## src/rtl/regfile_pkg.sv

```systemverilog
// Shared constants and requester encoding for the register-file writeback path.
package regfile_pkg;

    localparam int unsigned XLEN = 32;
    localparam int unsigned NREG = 32;
    localparam int unsigned AW   = 5;

    typedef enum logic {
        SRC_ALU = 1'b0,
        SRC_LSU = 1'b1
    } src_e;

endpackage

```

## src/rtl/rr_arbiter2.sv

```systemverilog
// Two-requester round-robin arbiter; the source not granted last wins a tie.
module rr_arbiter2
    import regfile_pkg::*;
(
    input  logic clk,
    input  logic rst,
    input  logic req_alu,
    input  logic req_lsu,
    input  logic done,
    output logic gnt_alu,
    output logic gnt_lsu
);

    src_e last_grant;

    always_comb begin
        gnt_alu = req_alu & (~req_lsu | (last_grant == SRC_LSU));
        gnt_lsu = req_lsu & (~req_alu | (last_grant == SRC_ALU));
    end

    // Reset to LSU so the ALU wins the first tie.
    always_ff @(posedge clk or negedge rst) begin
        if (!rst) begin
            last_grant <= SRC_LSU;
        end else if (done) begin
            last_grant <= gnt_alu ? SRC_ALU : SRC_LSU;
        end
    end

endmodule

```

## src/rtl/regfile_wb_ctrl.sv

```systemverilog
// Writeback arbiter, per-register busy scoreboard and registered write port
// feeding register_file.
module regfile_wb_ctrl #(
    parameter int unsigned XLEN = regfile_pkg::XLEN,
    parameter int unsigned NREG = regfile_pkg::NREG,
    parameter int unsigned AW   = regfile_pkg::AW
) (
    input  logic            clk,
    input  logic            rst,
    input  logic            issue_valid,
    input  logic [AW-1:0]   issue_rd,
    input  logic [AW-1:0]   issue_rs1,
    input  logic [AW-1:0]   issue_rs2,
    output logic            issue_stall,
    input  logic            alu_valid,
    input  logic [AW-1:0]   alu_rd,
    input  logic [XLEN-1:0] alu_data,
    output logic            alu_ready,
    input  logic            lsu_valid,
    input  logic [AW-1:0]   lsu_rd,
    input  logic [XLEN-1:0] lsu_data,
    output logic            lsu_ready,
    output logic [AW-1:0]   A3,
    output logic [XLEN-1:0] WD3,
    output logic            WE3,
    output logic            idle
);

    logic [NREG-1:0] busy;
    logic [NREG-1:0] set_vec;
    logic [NREG-1:0] clr_vec;
    logic [NREG-1:0] busy_next;
    logic            wr_fire;
    logic [AW-1:0]   wr_rd;
    logic [XLEN-1:0] wr_data;

    rr_arbiter2 u_arb (
        .clk     (clk),
        .rst     (rst),
        .req_alu (alu_valid),
        .req_lsu (lsu_valid),
        .done    (wr_fire),
        .gnt_alu (alu_ready),
        .gnt_lsu (lsu_ready)
    );

    assign wr_fire     = alu_ready | lsu_ready;
    assign issue_stall = issue_valid & (busy[issue_rs1] | busy[issue_rs2] | busy[issue_rd]);
    assign idle        = ~(|busy) & ~WE3;

    always_comb begin
        wr_rd   = alu_ready ? alu_rd   : lsu_rd;
        wr_data = alu_ready ? alu_data : lsu_data;
    end

    // Clear is applied before set so a same-index collision leaves the bit set.
    always_comb begin
        set_vec = '0;
        clr_vec = '0;
        if (issue_valid && !issue_stall && (issue_rd != '0)) begin
            set_vec[issue_rd] = 1'b1;
        end
        if (WE3) begin
            clr_vec[A3] = 1'b1;
        end
        busy_next    = (busy & ~clr_vec) | set_vec;
        busy_next[0] = 1'b0;
    end

    always_ff @(posedge clk or negedge rst) begin
        if (!rst) begin
            busy <= '0;
            A3   <= '0;
            WD3  <= '0;
            WE3  <= 1'b0;
        end else begin
            busy <= busy_next;
            WE3  <= wr_fire & (wr_rd != '0);
            if (wr_fire) begin
                A3  <= wr_rd;
                WD3 <= wr_data;
            end
        end
    end

endmodule

```

## config.mk

```make
export PLATFORM = sky130hd
export DESIGN_NAME = regfile_wb_ctrl
export DESIGN_NICKNAME = d
export VERILOG_FILES = /design/src/rtl/regfile_pkg.sv /design/src/rtl/rr_arbiter2.sv /design/src/rtl/regfile_wb_ctrl.sv
export SDC_FILE = /design/constraint.sdc
export NUM_CORES = 1
export LEC_CHECK = 0
export ABC_AREA = 1
export CORE_AREA = 2 2 106 108
export DETAILED_ROUTE_END_ITERATION = 10
export DIE_AREA = 0 0 108 110
export GPL_ROUTABILITY_DRIVEN = 1
export PLACE_DENSITY = 0.73
export SLEW_MARGIN = 25
export SYNTH_ARGS = -nofsm -noshare
export SYNTH_HDL_FRONTEND = slang
export SYNTH_SLANG_ARGS = --single-unit
```

## constraint.sdc

```tcl
create_clock -name clk -period 2 [get_ports clk]
set_clock_uncertainty 0.1 [all_clocks]
set_input_delay 0.4 -clock clk [delete_from_list [all_inputs] [get_ports clk]]
set_output_delay 0.4 -clock clk [all_outputs]
set_load 0.01 [all_outputs]
```

==> impl_metrics.csv, run 1 <==
group,metric,value,unit
route,drt_pass1_iterations,8,
floorplanning,dieArea,11900,µm²
clocking,cts_buffers,9,
global_route,grt_max_degree,71,
layout,num-fill-cells,988,
layout,diodes,0,
power,ir_drop,0.000503,V
global_route,grt_pass1_vias,5272,
setup_path,cp_max_fo,3,
worst_hold_path,worstHoldStart,"WD3[30]$_DFFE_PN0P_",
clocking,clock-root-buffer,"clkbuf_8",
route,routed_wl,16.4,mm
route,drc_errors,0,
route,routedWlPerCell,16.5,µm
setup_path,worstSetupStartpointType,"input pin",
sta,grt_setup_unrepaired,"true",
floorplanning,coreArea,10700,µm²
setup_path,r2r_setup_slack,50,ps
sta,max_freq,436,MHz
power,power_density,951,nW/µm²
power,power.total,6.52,mW
floorplanning,rows,38,
clocking,ctsHtreeMaxLevel,3,
logic_synthesis,synth-seq-cells,70,
clocking,clkSinkCount,70,
global_route,antenna_found_initial,0,
sta,finalSetupTns,-521,ps
run_status,violations,"setup timing",
route,num_vias,5339,
sta,post-route-period-util,1.15,
clocking,clock_path_buffers,2,
setup_path,worstPathArrival,1790,ps
setup_path,cp_data_required_time,1500,ps
logic_synthesis,synthesis.nets,751,
sta,layout_setup_ws,-291,ps
sta,hold_viol_final,0,
logic_synthesis,syn_inst,657,
layout,final_cell_mix,"nand2_1, clkdlybuf4s50_1, nor2_1, buf_4, nand3_1",
route,ant_nets,0,
route,drt_iter0_markers,413,
layout,fin_nets,945,
setup_path,ff2ff_path_depth,12,
clocking,clkTransAtPathRegs,80,ps
sta,setup_viol,2,
placement,place_hpwl,12.4,mm
placement,gp_congestion,0.977,
clocking,clock_latency,350,ps
logic_synthesis,syn_area,4520,µm²
run_status,outcome,"finished with violations",
clocking,cts_tree,"built",
sta,worst-slew-pin-transition,472,ps
sta,slew_violations,0,
logic_synthesis,synth-seq-area-share,0.388,
global_route,grt_first_pass_wirelength,26.3,mm
layout,design_area,6850,µm²
floorplanning,initial_core_util,0.423,
placement,port_buffers,135,
logic_synthesis,syn_avg_cell_area,6.88,µm²
worst_hold_path,min_path_cells,2,
floorplanning,io_pins,136,
setup_path,crit_path_end_kind,"primary output",
route,routed_via_density,5.36,
worst_hold_path,hold_end,"WD3[30]$_DFFE_PN0P_",
worst_hold_path,holdCritPathClass,"flop to flop",
layout,final_common_cell,"nand2_1",
floorplanning,die_w,108,µm
placement,post-place-ws,-1080,ps
sta,fin_crit,2290,ps
sta,relSlewSlack,0.684,
global_route,grt.overflow.total,0,
setup_path,r2r-start,"busy[25]$_DFF_PN0_",
power,p_leak,3.16,nW
logic_synthesis,synth.distinct_cells,34,
layout,drive_gt1_frac,0.189,
global_route,grt_usage,0.286,
layout,area_growth_syn_to_layout,51.4,%
logic_synthesis,yosys_warnings,0,
job,max_cap_violations,0,
placement,dpl_cell_area,6440,µm²
logic_synthesis,synth_edf_count,0,
floorplanning,fp.dieH,110,µm
setup_path,path_class,"input pin to primary output",
logic_synthesis,synthFlopType,"dfrtp_1",
setup_path,r2r-end,"busy[20]$_DFF_PN0_",
logic_synthesis,async_flop_share,1.00,
flip-flops by register name (all words and copies together), names as in the netlist:
signal            count
u_arb.last_grant      1
WD3                  32
A3                    5
WE3                   1
busy                 31
synthesized netlist by cell type, types with 7 or more instances:
cell type / instances / area (µm²)
nand4_1: 33 / 206
nand3_1: 68 / 340
nand2_1: 156 / 586
nor2_1: 75 / 282
a21oi_1: 35 / 175
buf_6: 10 / 113
o21ai_0: 67 / 335
buf_2: 7 / 35.0
nor4_1: 7 / 43.8
inv_1: 63 / 236
clkbuf_1: 7 / 26.3
dfrtp_1: 69 / 1730
nor3_1: 9 / 45.0
cells by family (layout without fill, tap and decap cells):
family	after synthesis	in the layout	share of synthesized area
AO/OA/AOI/OAI	119	119	0.142
buffers and inverters	105	304	0.113
flip-flops	70	70	0.388
multiplexers	5	5	0.0111
AND/OR/NAND/NOR	358	358	0.347
stage by stage:
stage	hold slack (ps)	std cells	utilization
2_1_floorplan	4.41	657	-
3_3_place_gp	353	975	0.602
3_5_place_dp	355	975	0.602
4_1_cts	377	993	0.633
5_1_grt	393	996	0.640
6_report	383	996	0.640
worst max-delay path, cell delays in order:
cell,delay (ps)
dlygate4sd2_1,280
buf_4,170
nor3_4,180
inv_1,90
o21bai_1,160
nand2_1,60
inv_1,40
nand2_2,70
nor2_4,50
a21boi_2,130
buf_2,140
per-layer routing:
layer / up-vias / GRT usage / part of all wire
li1: 2560 / - / -
met1: 2508 / 0.348 / 0.40
met2: 243 / 0.479 / 0.49
met3: 28 / 0.0858 / 0.092
met4: 0 / 0.108 / 0.024
met5: - / 0 / 0
timing repair:
action | 4_1_cts | 5_1_grt
resized for setup | 57 | 27
endpoints found under the setup margin | 35 | 35
setup buffers | 1 | 3
pin swaps | 7 | 7
endpoints found under the hold margin | 63 | 0
hold buffers | 1 | 0
where the power goes:
part | leakage, nW | internal (mW) | switching (mW)
clock | 0.116 | 0.770 | 0.552
sequential | 0.809 | 1.85 | 0.395
combinational | 2.23 | 1.37 | 1.58
worst max-delay path by stage:
stage	endpoint	slack (ps)	from	cells past startpoint
after floorplan	issue_stall	40	issue_rs2[0]	12
after global placement	issue_stall	-1080	issue_rd[1]	12
after detailed placement	issue_stall	-1080	issue_rd[1]	12
after CTS	issue_stall	-310	busy[25]$_DFF_PN0_	11
after global routing	issue_stall	-350	busy[13]$_DFF_PN0_	11
final	issue_stall	-290	issue_rd[2]	11
cell type report:
type / count / area, µm² / area share
multi-input combinational: 482 / 2410 / 0.351
timing repair buffer: 218 / 2010 / 0.293
sequential: 70 / 1760 / 0.257
inverter: 70 / 270 / 0.0395
tap: 140 / 175 / 0.0256
clock buffer: 11 / 151 / 0.0221
clock inverter: 5 / 81.3 / 0.0119
No activity file was read; power rests on OpenSTA's default activity.
==> inputs of run 2 (changes only) <==
Settings changed: ABC_CLOCK_PERIOD_IN_PS from default to 2000, MAX_ROUTING_LAYER from default to met4, SETUP_SLACK_MARGIN from default to 0.4.
==> impl_metrics.csv, run 2 (synthesis gave the netlist of run 1 again) <==
group,metric,value,unit
route,drt_pass1_iterations,6,
sta,worst-slew-pin-transition,441,ps
global_route,antenna_found_initial,1,
run_status,outcome,"finished with violations",
clocking,clkSinkCount,70,
route,routed_via_density,5.60,
sta,relSlewSlack,0.705,
global_route,grt_usage,0.345,
global_route,grt.overflow.total,0,
sta,setup_viol,26,
sta,grt_setup_unrepaired,"true",
floorplanning,coreArea,10700,µm²
floorplanning,die_w,108,µm
setup_path,path_class,"flop to primary output",
power,p_leak,3.53,nW
clocking,clkTransAtPathRegs,90,ps
sta,slew_violations,0,
sta,finalSetupTns,-2250,ps
layout,largest_reg_flops,32,
route,drt_iter0_markers,477,
layout,final_common_cell,"nand2_1",
global_route,grt_max_degree,71,
floorplanning,io_pins,136,
placement,port_buffers,135,
layout,fin_nets,984,
setup_path,cp_max_fo,3,
clocking,cts_buffers,9,
placement,gp_congestion,0.987,
placement,place_hpwl,13.3,mm
layout,area_growth_syn_to_layout,66.6,%
route,routedWlPerCell,19.3,µm
clocking,ctsHtreeMaxLevel,3,
job,max_cap_violations,0,
sta,layout_setup_ws,-300,ps
layout,drive_gt1_frac,0.253,
sta,hold_viol_final,0,
layout,reg.largest.list,"WD3 x32, busy x31, A3 x5",
route,drc_errors,0,
setup_path,crit_path_end_kind,"primary output",
floorplanning,rows,38,
global_route,grt_pass1_vias,5831,
setup_path,crit_path_cell_trace,"inv_1 > nand2_1 > nand3_1 > nand3_1 > nand3_1 > nand2_1 > nand2_1 > nand2_2 > nor2_4 > a21boi_2 > buf_2",
global_route,grt_first_pass_wirelength,30.1,mm
setup_path,crit_path_max_incr_delay,460,ps
clocking,cts_tree,"built",
clocking,clock_path_buffers,2,
clocking,clock_latency,370,ps
sta,fin_crit,2300,ps
sta,max_freq,435,MHz
layout,largest_register,"WD3",
floorplanning,fp.dieH,110,µm
setup_path,worstSetupStartpointType,"flop",
route,ant_nets,0,
floorplanning,initial_core_util,0.423,
power,power_density,962,nW/µm²
floorplanning,dieArea,11900,µm²
sta,post-route-period-util,1.15,
route,routed_wl,20.0,mm
setup_path,worstPathArrival,1800,ps
setup_path,slowest_stage,"dfrtp_1",
sta,fin_hold_ws,386,ps
worst_hold_path,holdCritPathClass,"flop to flop",
setup_path,cp_data_required_time,1500,ps
clocking,clock-root-buffer,"clkbuf_8",
power,ir_drop,0.000497,V
run_status,violations,"setup timing",
route,num_vias,5798,
layout,final_cell_mix,"nand2_1, buf_4, clkdlybuf4s50_1, nor2_1, nand3_1",
layout,post-route-util,0.704,
-- run 2: cell count changes in the layout (fill, tap and decap cells not counted), moves of 8 or more --
cell and change:
buf_6 +15, buf_12 +8, buf_4 +8, inv_1 -9, dlygate4sd2_1 +32, clkdlybuf4s50_1 -39
-- run 2: metal layers --
| layer | GRT usage | vias up | wire [µm] |
|---|---|---|---|
| li1 | - | 2652 | - |
| met1 | 0.386 | 2683 | 7210 |
| met2 | 0.565 | 366 | 9740 |
| met3 | 0.0923 | 97 | 1910 |
| met4 | 0.191 | 0 | 1150 |
| met5 | - | - | 0 |
-- run 2: final cells by class --
class,count,area [µm²]
Antenna cell,1,2.50
Clock inverter,6,111
Timing Repair Buffer,257,2610
Multi-Input combinational cell,482,2460
Sequential cell,70,1760
Inverter,70,294
Fill cell,889,3160
Tap cell,140,175
Clock buffer,9,124
-- run 2: per-stage QoR --
step	power (mW)	cell area [µm²]	instances	worst slack [ps]
CTS	6.92	7270	1017	-273
finish	7.25	7540	1035	-300
detailed placement	4.86	6410	963	-1030
global placement	4.86	6410	963	-1090
global route	7.60	7540	1035	-386
floorplan	3.50	4570	657	185
-- run 2: final timing paths --
path | start | endpoint | slack (ps) | cells after the start
worst max register to register | busy[17]$_DFF_PN0_ | busy[17]$_DFF_PN0_ | -110 | 15
worst max-delay path | busy[8]$_DFF_PN0_ | issue_stall | -300 | 11
worst min register to register | WD3[23]$_DFFE_PN0P_ | WD3[23]$_DFFE_PN0P_ | 390 | 2
worst min-delay path | WD3[23]$_DFFE_PN0P_ | WD3[23]$_DFFE_PN0P_ | 390 | 2
max in group asynchronous | rst | u_arb.last_grant$_DFFE_PN1P_ | 980 | 3
min in group asynchronous | rst | WD3[24]$_DFFE_PN0P_ | 480 | 3
-- run 2: worst max-delay path: cells and delay by family, from the launching register on --
family | cells | cell delay [ps]
AND/OR/NAND/NOR | 8 | 590
AO/OA/AOI/OAI | 1 | 140
flip-flops | 1 | 460
buffers and inverters | 2 | 250
-- run 2: power by group --
part	switching (mW)	total, mW	internal [mW]
Sequential	0.456	2.31	1.85
Clock	0.595	1.42	0.822
Combinational	1.82	3.52	1.71
Total	2.87	7.25	4.38
-- run 2: repair_timing --
action / 4_1_cts / 5_1_grt
pin swaps: 10 / 19
hold buffers: 1 / 0
hold endpoints to repair: 69 / 0
gates cloned: 7 / 5
gates resized for setup: 180 / 31
setup buffers: 31 / 12
endpoints found under the setup margin: 111 / 76
